$ cat src/rtl/keypad_scanner_if.sv
// Key-code handoff between the keypad scanner and the calculator core.
// Latency: none (signal bundle only).
// Backpressure: one-entry buffer; key_code is held while key_valid is high until key_ack.
interface keypad_scanner_if;
    logic [3:0] key_code;
    logic       key_valid;
    logic       key_ack;
    logic       key_held;
    logic       overrun;

    modport master (output key_code, key_valid, key_held, overrun, input key_ack);
    modport slave  (input key_code, key_valid, key_held, overrun, output key_ack);
endinterface

$ cat src/rtl/keypad_scanner.sv
// Scans a 4x4 active-low keypad, debounces per frame, buffers one hex key code.
// Latency: accept is registered on the edge after the column-3 sample of the deciding frame.
// Backpressure: one-entry buffer; a new accept while full is dropped with a one-cycle overrun pulse.
module keypad_scanner #(
    parameter int SCAN_DIV        = 50000,
    parameter int DEBOUNCE_FRAMES = 5
) (
    input  logic             clk,
    input  logic             rst_n,
    input  logic [3:0]       row,
    output logic [3:0]       col,
    keypad_scanner_if.master key
);
    localparam int DW = (SCAN_DIV > 1) ? $clog2(SCAN_DIV) : 1;
    localparam int CW = $clog2(DEBOUNCE_FRAMES + 1);
    localparam logic [DW-1:0] DWELL_LAST = DW'(SCAN_DIV - 1);
    localparam logic [CW-1:0] FRAMES     = CW'(DEBOUNCE_FRAMES);

    typedef enum logic [1:0] {S_IDLE, S_DEBOUNCE, S_PRESSED, S_RELEASE} state_t;

    logic [DW-1:0] dwell;
    logic [1:0]    col_idx;
    logic          sample;
    logic          frame_end;

    logic          acc_any;
    logic          acc_multi;
    logic [3:0]    acc_code;

    logic [3:0]    low;
    logic [2:0]    low_cnt;
    logic [1:0]    low_row;
    logic          tot_any;
    logic          tot_multi;
    logic [3:0]    tot_code;
    logic          is_none;
    logic          is_single;

    state_t        state, state_nxt;
    logic [CW-1:0] cnt, cnt_nxt;
    logic [3:0]    cand, cand_nxt;
    logic          accept;
    logic [3:0]    accept_code;

    assign sample    = (dwell == DWELL_LAST);
    assign frame_end = sample && (col_idx == 2'd3);

    // Dwell counter and column drive; the column register moves together with its index.
    always_ff @(posedge clk) begin
        if (!rst_n) begin
            dwell   <= '0;
            col_idx <= 2'd0;
            col     <= 4'b1110;
        end else if (sample) begin
            dwell   <= '0;
            col_idx <= col_idx + 2'd1;
            col     <= ~(4'b0001 << (col_idx + 2'd1));
        end else begin
            dwell   <= dwell + DW'(1);
        end
    end

    // Merge the current column's sample with the frame so far to classify NONE/SINGLE/MULTI.
    always_comb begin
        low     = ~row;
        low_cnt = 3'($countones(low));
        low_row = 2'd0;
        for (int i = 0; i < 4; i++) begin
            if (low[i]) low_row = 2'(i);
        end
        tot_any   = acc_any | (low_cnt != 3'd0);
        tot_multi = acc_multi | (low_cnt > 3'd1) | (acc_any & (low_cnt != 3'd0));
        tot_code  = acc_any ? acc_code : {low_row, col_idx};
        is_none   = !tot_any;
        is_single = tot_any & !tot_multi;
    end

    // Frame accumulator: collects columns 0..2, cleared once the frame has been judged.
    always_ff @(posedge clk) begin
        if (!rst_n || frame_end) begin
            acc_any   <= 1'b0;
            acc_multi <= 1'b0;
            acc_code  <= 4'h0;
        end else if (sample) begin
            acc_any   <= tot_any;
            acc_multi <= tot_multi;
            acc_code  <= tot_code;
        end
    end

    // Debounce state register.
    always_ff @(posedge clk) begin
        if (!rst_n) begin
            state <= S_IDLE;
            cnt   <= '0;
            cand  <= 4'h0;
        end else begin
            state <= state_nxt;
            cnt   <= cnt_nxt;
            cand  <= cand_nxt;
        end
    end

    // Debounce next-state: one decision per frame; cnt doubles as the release counter.
    always_comb begin
        state_nxt   = state;
        cnt_nxt     = cnt;
        cand_nxt    = cand;
        accept      = 1'b0;
        accept_code = cand;
        if (frame_end) begin
            case (state)
                S_IDLE: begin
                    if (is_single) begin
                        cand_nxt = tot_code;
                        if (FRAMES == CW'(1)) begin
                            state_nxt   = S_PRESSED;
                            accept      = 1'b1;
                            accept_code = tot_code;
                            cnt_nxt     = '0;
                        end else begin
                            state_nxt = S_DEBOUNCE;
                            cnt_nxt   = CW'(1);
                        end
                    end
                end
                S_DEBOUNCE: begin
                    if (is_single && (tot_code == cand)) begin
                        if (cnt + CW'(1) >= FRAMES) begin
                            state_nxt = S_PRESSED;
                            accept    = 1'b1;
                            cnt_nxt   = '0;
                        end else begin
                            cnt_nxt = cnt + CW'(1);
                        end
                    end else if (is_single) begin
                        cand_nxt = tot_code;
                        cnt_nxt  = CW'(1);
                    end else begin
                        state_nxt = S_IDLE;
                        cnt_nxt   = '0;
                    end
                end
                S_PRESSED: begin
                    if (is_none) begin
                        if (FRAMES == CW'(1)) begin
                            state_nxt = S_IDLE;
                            cnt_nxt   = '0;
                        end else begin
                            state_nxt = S_RELEASE;
                            cnt_nxt   = CW'(1);
                        end
                    end
                end
                S_RELEASE: begin
                    if (is_none) begin
                        if (cnt + CW'(1) >= FRAMES) begin
                            state_nxt = S_IDLE;
                            cnt_nxt   = '0;
                        end else begin
                            cnt_nxt = cnt + CW'(1);
                        end
                    end else begin
                        state_nxt = S_PRESSED;
                        cnt_nxt   = '0;
                    end
                end
                default: begin
                    state_nxt = S_IDLE;
                    cnt_nxt   = '0;
                end
            endcase
        end
    end

    // Output buffer: an ack on the accept edge frees the slot so the new code loads without overrun.
    always_ff @(posedge clk) begin
        if (!rst_n) begin
            key.key_code  <= 4'h0;
            key.key_valid <= 1'b0;
            key.key_held  <= 1'b0;
            key.overrun   <= 1'b0;
        end else begin
            key.overrun  <= 1'b0;
            key.key_held <= (state_nxt == S_PRESSED) || (state_nxt == S_RELEASE);
            if (accept) begin
                if (!key.key_valid || key.key_ack) begin
                    key.key_code  <= accept_code;
                    key.key_valid <= 1'b1;
                end else begin
                    key.overrun <= 1'b1;
                end
            end else if (key.key_ack) begin
                key.key_valid <= 1'b0;
            end
        end
    end
endmodule

$ cat src/flat_wrapper.sv
// flat-port wrapper written by rule: the top's interface ports become plain ports
module keypad_scanner_flat 
#(
    parameter int SCAN_DIV        = 50000,
    parameter int DEBOUNCE_FRAMES = 5
)
  (clk, rst_n, row, col, key_key_code, key_key_valid, key_key_held, key_overrun, key_key_ack);
  keypad_scanner_if key_i ();
  input  logic clk;
  input  logic rst_n;
  input  logic [3:0] row;
  output logic [3:0] col;
  output wire logic [$bits(key_i.key_code)-1:0] key_key_code;
  output wire logic [$bits(key_i.key_valid)-1:0] key_key_valid;
  output wire logic [$bits(key_i.key_held)-1:0] key_key_held;
  output wire logic [$bits(key_i.overrun)-1:0] key_overrun;
  input wire logic [$bits(key_i.key_ack)-1:0] key_key_ack;
  assign key_key_code = key_i.key_code;
  assign key_key_valid = key_i.key_valid;
  assign key_key_held = key_i.key_held;
  assign key_overrun = key_i.overrun;
  assign key_i.key_ack = key_key_ack;
  keypad_scanner #(.SCAN_DIV(SCAN_DIV), .DEBOUNCE_FRAMES(DEBOUNCE_FRAMES)) u_core (.clk(clk), .rst_n(rst_n), .row(row), .col(col), .key(key_i));
endmodule
$ cat config.mk
export PLATFORM = sky130hd
export DESIGN_NAME = keypad_scanner_flat
export DESIGN_NICKNAME = d
export VERILOG_FILES = /design/src/rtl/keypad_scanner_if.sv /design/src/rtl/keypad_scanner.sv /design/src/flat_wrapper.sv
export SDC_FILE = /design/constraint.sdc
export NUM_CORES = 1
export LEC_CHECK = 0
export ABC_AREA = 0
export BUFFER_PORTS_ARGS = -buffer_cell sky130_fd_sc_hd__buf_2
export CAP_MARGIN = 40
export CORE_MARGIN = 5
export CORE_UTILIZATION = 30
export DETAILED_ROUTE_END_ITERATION = 10
export PLACE_DENSITY = 0.49
export SYNTH_ARGS = -nofsm -noshare
export SYNTH_HDL_FRONTEND = slang
export SYNTH_SLANG_ARGS = --single-unit
$ cat constraint.sdc
create_clock -name clk -period 3.3 [get_ports clk]
set_input_delay 0.33 -clock clk [delete_from_list [all_inputs] [get_ports clk]]
set_output_delay 0.33 -clock clk [all_outputs]
set_load 0.02 [all_outputs]
==> flow_metrics.env, run 1 <==
export IMPL_result_of_the_run="finished clean"
export IMPL_synth_compound_area_share_pct=10.1
export IMPL_top_area_cell_type_share_of_the_netlist_area_pct=39.0
export IMPL_cp_num_buf_inv=0
export IMPL_cts_tree="yes"
export IMPL_clk_pin_slew_worst_paths_ns=0.09
export IMPL_die_area_mm2=0.00937
export IMPL_ant_nets=0
export IMPL_worst_hold_path_type="in2reg"
export IMPL_start_util_pct=31.0
export IMPL_ys_seq_elements=44
export IMPL_cts_resized_gates=0
export IMPL_synth_cell_types=42
export IMPL_final_min_clock_period_ns=2.58
export IMPL_peakVddDrop_mv=0.216
export IMPL_multiInputGateArea_mm2=0.00128
export IMPL_io_buffer_count=17
export IMPL_routed_wire_length_per_instance_um=12.1
export IMPL_drc_marker_count_from_the_first_detailed_route_iteration=45
export IMPL_maxSlewViolCount=0
export IMPL_syn2layout_area_growth_pct=13.4
export IMPL_coreArea_mm2=0.00729
export IMPL_detailroute_via_count=1751
export IMPL_max_cap_viol_count=0
export IMPL_holdWs_ns=0.360
export IMPL_layout_nets=300
export IMPL_cts_inserted_buffers=5
export IMPL_critPathRequiredTime_ns=3.52
export IMPL_arrival_ns=2.80
export IMPL_postRouteWirelength_um=4590
export IMPL_post_route_cells_drive_above_1_share_pct=12.5
export IMPL_clkLatencyLatePin_ns=0.29
export IMPL_post_synth_instance_area_mm2=0.00226
export IMPL_largest_cells_by_area_after_synthesis="sky130_fd_sc_hd__dfxtp_1, sky130_fd_sc_hd__ha_1, sky130_fd_sc_hd__nand2_1"
export IMPL_cts_sinks=44
export IMPL_dominantRegCellSynth="sky130_fd_sc_hd__dfxtp_1"
export IMPL_num_io_pins=18
export IMPL_synth_warnings=0
export IMPL_fill_cells=809
export IMPL_synth_top_family_by_area="simple AND/OR/NAND/NOR gates"
export IMPL_power_density_cell_area_mw_per_mm2=396
export IMPL_critical_path_maximum_fanout=10
export IMPL_yosys_mux_area_fraction_pct=4.43
export IMPL_number_of_antenna_violations_at_the_first_check_in_global_routing=0
export IMPL_synth_area_leader="sky130_fd_sc_hd__dfxtp_1"
export IMPL_critical_path_cell_chain="ha_1 -> nand3_2 -> or2_1 -> or4_4 -> or4_4 -> nor2_4 -> mux2i_1"
export IMPL_synth_nets=282
export IMPL_dpl_hpwl_um=3360
export IMPL_vias_per_cell=4.61
export IMPL_hold_viol_final=0
export IMPL_overflow=0
export IMPL_final_setup_skew_ns=0.0117
export IMPL_synth_most_common_cell="sky130_fd_sc_hd__dfxtp_1"
export IMPL_worst_path_dominant_cell_family="simple AND/OR/NAND/NOR gates"
export IMPL_final_setup_viol_count=0
export IMPL_ff_latch_area_um2=881
export IMPL_clk_root_buffer_cell="sky130_fd_sc_hd__clkbuf_8"
export IMPL_layout_worst_path_cycle_share_pct=78.0
export IMPL_synth_adder_area_share_pct=7.53
export IMPL_synth_seq_area_share_pct=39.0
export IMPL_yosys_area_share_simple_pct=27.3
export IMPL_power_mw=1.02
export IMPL_yosys_area_share_xor_xnor_pct=7.36
export IMPL_most_common_cell_type_on_the_critical_path="sky130_fd_sc_hd__or4_4"
export IMPL_most_instantiated_cells_after_synthesis="sky130_fd_sc_hd__dfxtp_1, sky130_fd_sc_hd__nand2_1, sky130_fd_sc_hd__nor2_1"
export IMPL_endpoint_kind="register"
export IMPL_post_cts_buffers=0
export IMPL_synth_edf_count=0
export IMPL_crit_slowest_cell="sky130_fd_sc_hd__or4_4"
export IMPL_dr_pass1_iters=4
export IMPL_final_setup_tns_ns=0
export IMPL_global_route_usage_total_pct=10.0
export IMPL_timing_max_slew_rel_slack_pct=59.2
export IMPL_cts_hold_buffers_added=0
export IMPL_avgSynthCellArea_um2=8.63
export IMPL_route_detailed_drc=0
export IMPL_postSynthCellCount=262
export IMPL_place_congestion=0.794
export IMPL_tightestPinTransition_ns=0.612
export IMPL_grt_setup_unrepaired="false"
export IMPL_maximum_clock_path_buffer_count=2
export IMPL_cts_htree_levels=2
export IMPL_antenna_cells=0
export IMPL_rows=31
export IMPL_die_w_um=96.8
export IMPL_cp_start_kind="register"
export IMPL_asyncSetResetFlopFracSynth_pct=0
export IMPL_fp_dieH_um=96.8
export IMPL_grt_first_pass_wirelength_um=7920
export IMPL_largest_stage_delay_on_the_critical_path_ns=0.57
export IMPL_crit_type="reg2reg"
export IMPL_grt_start_max_net_pins=39
export IMPL_p_leak_nw=1.05
export IMPL_maxClockFrequency_mhz=388
export IMPL_grt_pass1_vias=1715
## cells in the final DEF (no fill, tap or decap), types with 3 or more instances in the layout
cell                       Yosys  final
sky130_fd_sc_hd__a21boi_0      3      3
sky130_fd_sc_hd__a21oi_1       6      6
sky130_fd_sc_hd__a22oi_1       3      3
sky130_fd_sc_hd__and3_1        5      5
sky130_fd_sc_hd__buf_2         1     17
sky130_fd_sc_hd__buf_4         0      4
sky130_fd_sc_hd__clkbuf_8      0      5
sky130_fd_sc_hd__dfxtp_1      44     44
sky130_fd_sc_hd__ha_1         12     12
sky130_fd_sc_hd__inv_1        14     14
sky130_fd_sc_hd__mux2i_1      10     10
sky130_fd_sc_hd__nand2_1      30     30
sky130_fd_sc_hd__nand2b_1      3      3
sky130_fd_sc_hd__nand3_1       7      7
sky130_fd_sc_hd__nand4_1       5      5
sky130_fd_sc_hd__nor2_1       27     27
sky130_fd_sc_hd__nor2b_1      10     10
sky130_fd_sc_hd__nor3_1        5      5
sky130_fd_sc_hd__nor4_1        7      7
sky130_fd_sc_hd__o211a_1       3      3
sky130_fd_sc_hd__o211ai_1      5      5
sky130_fd_sc_hd__o21ai_0       8      8
sky130_fd_sc_hd__or3_1         3      3
sky130_fd_sc_hd__xnor2_1       9      9
sky130_fd_sc_hd__xor2_1       10     10
## flip-flops by register name (all words and copies together), names as in the netlist
signal and cells:
u_core.cnt 3, u_core.key.key_held 1, u_core.col 4, u_core.accept_code 4, u_core.dwell 16, u_core.key.overrun 1
u_core.key.key_code 4, u_core.key.key_valid 1, u_core.col_idx 2, u_core.state 2, u_core.acc_multi 1, u_core.acc_code 4
u_core.acc_any 1
## metal layers
| layer | routed length, um | up-vias | GRT usage, % |
|---|---|---|---|
| met5 | 0 | - | 0 |
| met4 | 38 | 0 | 2.81 |
| met3 | 120 | 2 | 2.81 |
| met2 | 2160 | 13 | 16.9 |
| met1 | 2270 | 796 | 12.5 |
| li1 | - | 940 | - |
## per-stage QoR
stage	utilization [%]	cells	worst slack (ns)	cell area, um^2
finish	35.2	380	0.725	2560
global route	35.2	380	0.539	2560
CTS	35.2	380	0.690	2560
detailed placement	33.6	372	0.435	2450
global placement	33.6	372	0.506	2450
floorplan	-	262	0.673	2260
## path summary, 6_finish.rpt
check                               from                     end  slack [ns]  cells past startpoint
setup / recovery         u_core.dwell[0]  u_core.key.key_code[1]        0.72                      7
hold / removal               key_key_ack      u_core.key.overrun        0.36                      3
setup reg to reg         u_core.dwell[0]  u_core.key.key_code[1]        0.72                      7
hold reg to reg   u_core.key.key_code[2]  u_core.key.key_code[2]        0.46                      2
## worst register-to-register path, delay by kind of cell (launching register included)
kind,cells,cell delay [ns]
multiplexers,1,0.22
flip-flops,1,0.36
adder cells (fa/ha/maj),1,0.21
AND/OR/NAND/NOR,5,1.72
## logic make-up after synthesis
kind of cell    count (synthesis)
compound gates                 34
xor+xnor                       19
fa+ha+maj                      13
buf+inv                        24
flops                          44
mux                            10
simple gates                  118
## cell type report
cell class	count	area share [%]
multi-input combinational	194	50.0
clock inverter	3	1.66
tap	99	4.83
timing repair buffer	21	4.49
inverter	14	2.05
sequential	44	34.3
clock buffer	5	2.68
## power by group
group,internal (mW),switching (mW),total (mW)
clock network,0.224,0.186,0.410
logic,0.0292,0.0401,0.0693
registers,0.533,0.00234,0.536
(Power assumes the default switching activity.)
==> inputs of run 2 (changes only) <==
==> constraint.sdc (replaced) <==
create_clock -name clk -period 2.48 [get_ports clk]
set_input_delay 0.248 -clock clk [delete_from_list [all_inputs] [get_ports clk]]
set_output_delay 0.248 -clock clk [all_outputs]
set_load 0.02 [all_outputs]
==> run 2 against run 1 <==
  * Hold slack lost 0.079 ns
  * Power grew 37%
  * Critical endpoint is now u_core.accept_code[0]
  * Core utilization grew 2.7 points
==> flow_metrics.env, run 2 (synthesis gave the netlist of run 1 again) <==
export IMPL_critPathRequiredTime_ns=2.70
export IMPL_syn2layout_area_growth_pct=22.1
export IMPL_multiInputGateArea_mm2=0.00132
export IMPL_drc_marker_count_from_the_first_detailed_route_iteration=102
export IMPL_ant_nets=0
export IMPL_busiest_layer="met2"
export IMPL_largest_stage_delay_on_the_critical_path_ns=0.44
export IMPL_cts_htree_levels=2
export IMPL_max_cap_viol_count=0
export IMPL_clkLatencyLatePin_ns=0.30
export IMPL_final_min_clock_period_ns=2.33
export IMPL_dr_pass1_iters=4
export IMPL_layout_commonest_cell="sky130_fd_sc_hd__dfxtp_1"
export IMPL_routed_wire_length_per_instance_um=12.1
export IMPL_maximum_clock_path_buffer_count=2
export IMPL_layout_nets=320
export IMPL_place_detailed_instances=391
export IMPL_met2_track_demand_over_resource_in_global_routing_pct=17.2
export IMPL_antenna_cells=0
export IMPL_peakVddDrop_mv=0.299
export IMPL_fp_dieH_um=96.8
export IMPL_whs_path_depth=3
export IMPL_place_congestion=0.842
export IMPL_die_w_um=96.8
export IMPL_power_mw=1.39
export IMPL_arrival_ns=2.56
export IMPL_postRouteWirelength_um=4840
export IMPL_grt_setup_unrepaired="false"
export IMPL_global_route_usage_met3_pct=2.66
export IMPL_p_leak_nw=1.15
export IMPL_clk_root_buffer_cell="sky130_fd_sc_hd__clkbuf_8"
export IMPL_grt_pass1_vias=1778
export IMPL_tightestPinTransition_ns=0.493
export IMPL_overflow=0
export IMPL_cts_inserted_buffers=5
export IMPL_global_route_usage_total_pct=10.7
export IMPL_grt_first_pass_wirelength_um=8540
export IMPL_rows=31
export IMPL_clk_pin_slew_worst_paths_ns=0.09
export IMPL_cts_tree="yes"
export IMPL_start_util_pct=31.0
export IMPL_dpl_hpwl_um=3600
export IMPL_largest_reg_flops=16
export IMPL_io_buffer_count=17
export IMPL_vias_per_cell=4.67
export IMPL_critical_path_cell_chain="buf_2 -> inv_1 -> ha_1 -> ha_1 -> fa_1 -> or2_2 -> nor4_1 -> nand3_1 -> nand3_1 -> mux2i_1"
export IMPL_cp_start_kind="primary input"
export IMPL_largest_register="u_core.dwell"
export IMPL_grt_start_max_net_pins=28
export IMPL_timing_max_slew_rel_slack_pct=67.1
export IMPL_ff_latch_area_um2=888
export IMPL_maxClockFrequency_mhz=429
export IMPL_finish_cell_count_without_fillers=400
export IMPL_layout_worst_path_cycle_share_pct=94.1
export IMPL_worst_hold_path_type="in2reg"
export IMPL_holdWs_ns=0.281
export IMPL_maxSlewViolCount=0
export IMPL_critical_path_maximum_fanout=5
export IMPL_final_setup_viol_count=0
export IMPL_detailroute_via_count=1866
export IMPL_met1_usage_pct=14.3
export IMPL_num_io_pins=18
export IMPL_route_detailed_drc=0
export IMPL_commonest_non_fill_non_tap_cells_in_the_layout="sky130_fd_sc_hd__dfxtp_1, sky130_fd_sc_hd__nand2_1, sky130_fd_sc_hd__nor2_1"
export IMPL_ff2ff_path_depth=7
export IMPL_die_area_mm2=0.00937
export IMPL_fill_cells=787
export IMPL_final_setup_skew_ns=0.0103
export IMPL_hold_viol_final=0
export IMPL_result_of_the_run="finished clean"
export IMPL_number_of_antenna_violations_at_the_first_check_in_global_routing=0
export IMPL_cts_sinks=44
export IMPL_endpoint_kind="register"
export IMPL_crit_slowest_cell="sky130_fd_sc_hd__fa_1"
export IMPL_post_route_cells_drive_above_1_share_pct=20.9
export IMPL_coreArea_mm2=0.00729
export IMPL_power_density_cell_area_mw_per_mm2=503
export IMPL_crit_type="in2reg"
==> run 2: changes by cell type in the layout (fill, tap and decap cells not counted), sizes merged <==
cell  before  now
buf       21   41
==> run 2: worst max-delay path, delay by kind of cell <==
family	cells	cell delay [ns]
fa+ha+maj	3	0.93
buf+inv	2	0.10
mux	1	0.21
simple gates	4	1.06
==> run 2: timing repair <==
item / in CTS / in global routing
endpoints found under the setup margin: 0 / 7
hold buffers: 0 / 0
setup buffers: 0 / 1
resized for setup: 0 / 9
hold endpoints to repair: 0 / 0
==> run 2: per-layer routing <==
layer	wire length, um	part of all wire (%)
met1	2450	51
met2	2190	45
met3	143	3.0
met4	61	1.3
met5	0	0
==> run 2: cell type report <==
type | instances | share of cell area, %
inverter | 14 | 1.90
clock buffer | 5 | 2.49
timing repair buffer | 41 | 9.61
tap | 99 | 4.49
multi-input combinational | 194 | 47.8
clock inverter | 3 | 1.54
sequential | 44 | 32.2
==> run 2: per-stage QoR <==
stage,setup TNS [ns],worst slack (ns),cell area (um^2),util (%)
finish,0,0.147,2760,37.9
CTS,0,0.0450,2720,37.3
global placement,-1.25,-0.116,2610,35.8
global route,0,0.0184,2760,37.9
floorplan,0,0.00149,2270,-
detailed placement,-1.87,-0.176,2610,35.8
==> run 2: path summary, 6_finish.rpt <==
path                                end             from  slack [ns]
hold / removal       u_core.key.overrun      key_key_ack        0.28
hold reg to reg         u_core.dwell[0]  u_core.dwell[0]        0.44
setup / recovery  u_core.accept_code[0]           row[0]        0.15
setup reg to reg        u_core.state[1]  u_core.dwell[0]        0.18
==> run 2: power breakdown <==
part | switching [mW] | total [mW] | internal (mW)
Sequential | 0.00442 | 0.714 | 0.710
Combinational | 0.0594 | 0.117 | 0.0573
Clock | 0.258 | 0.556 | 0.298
Total | 0.322 | 1.39 | 1.07
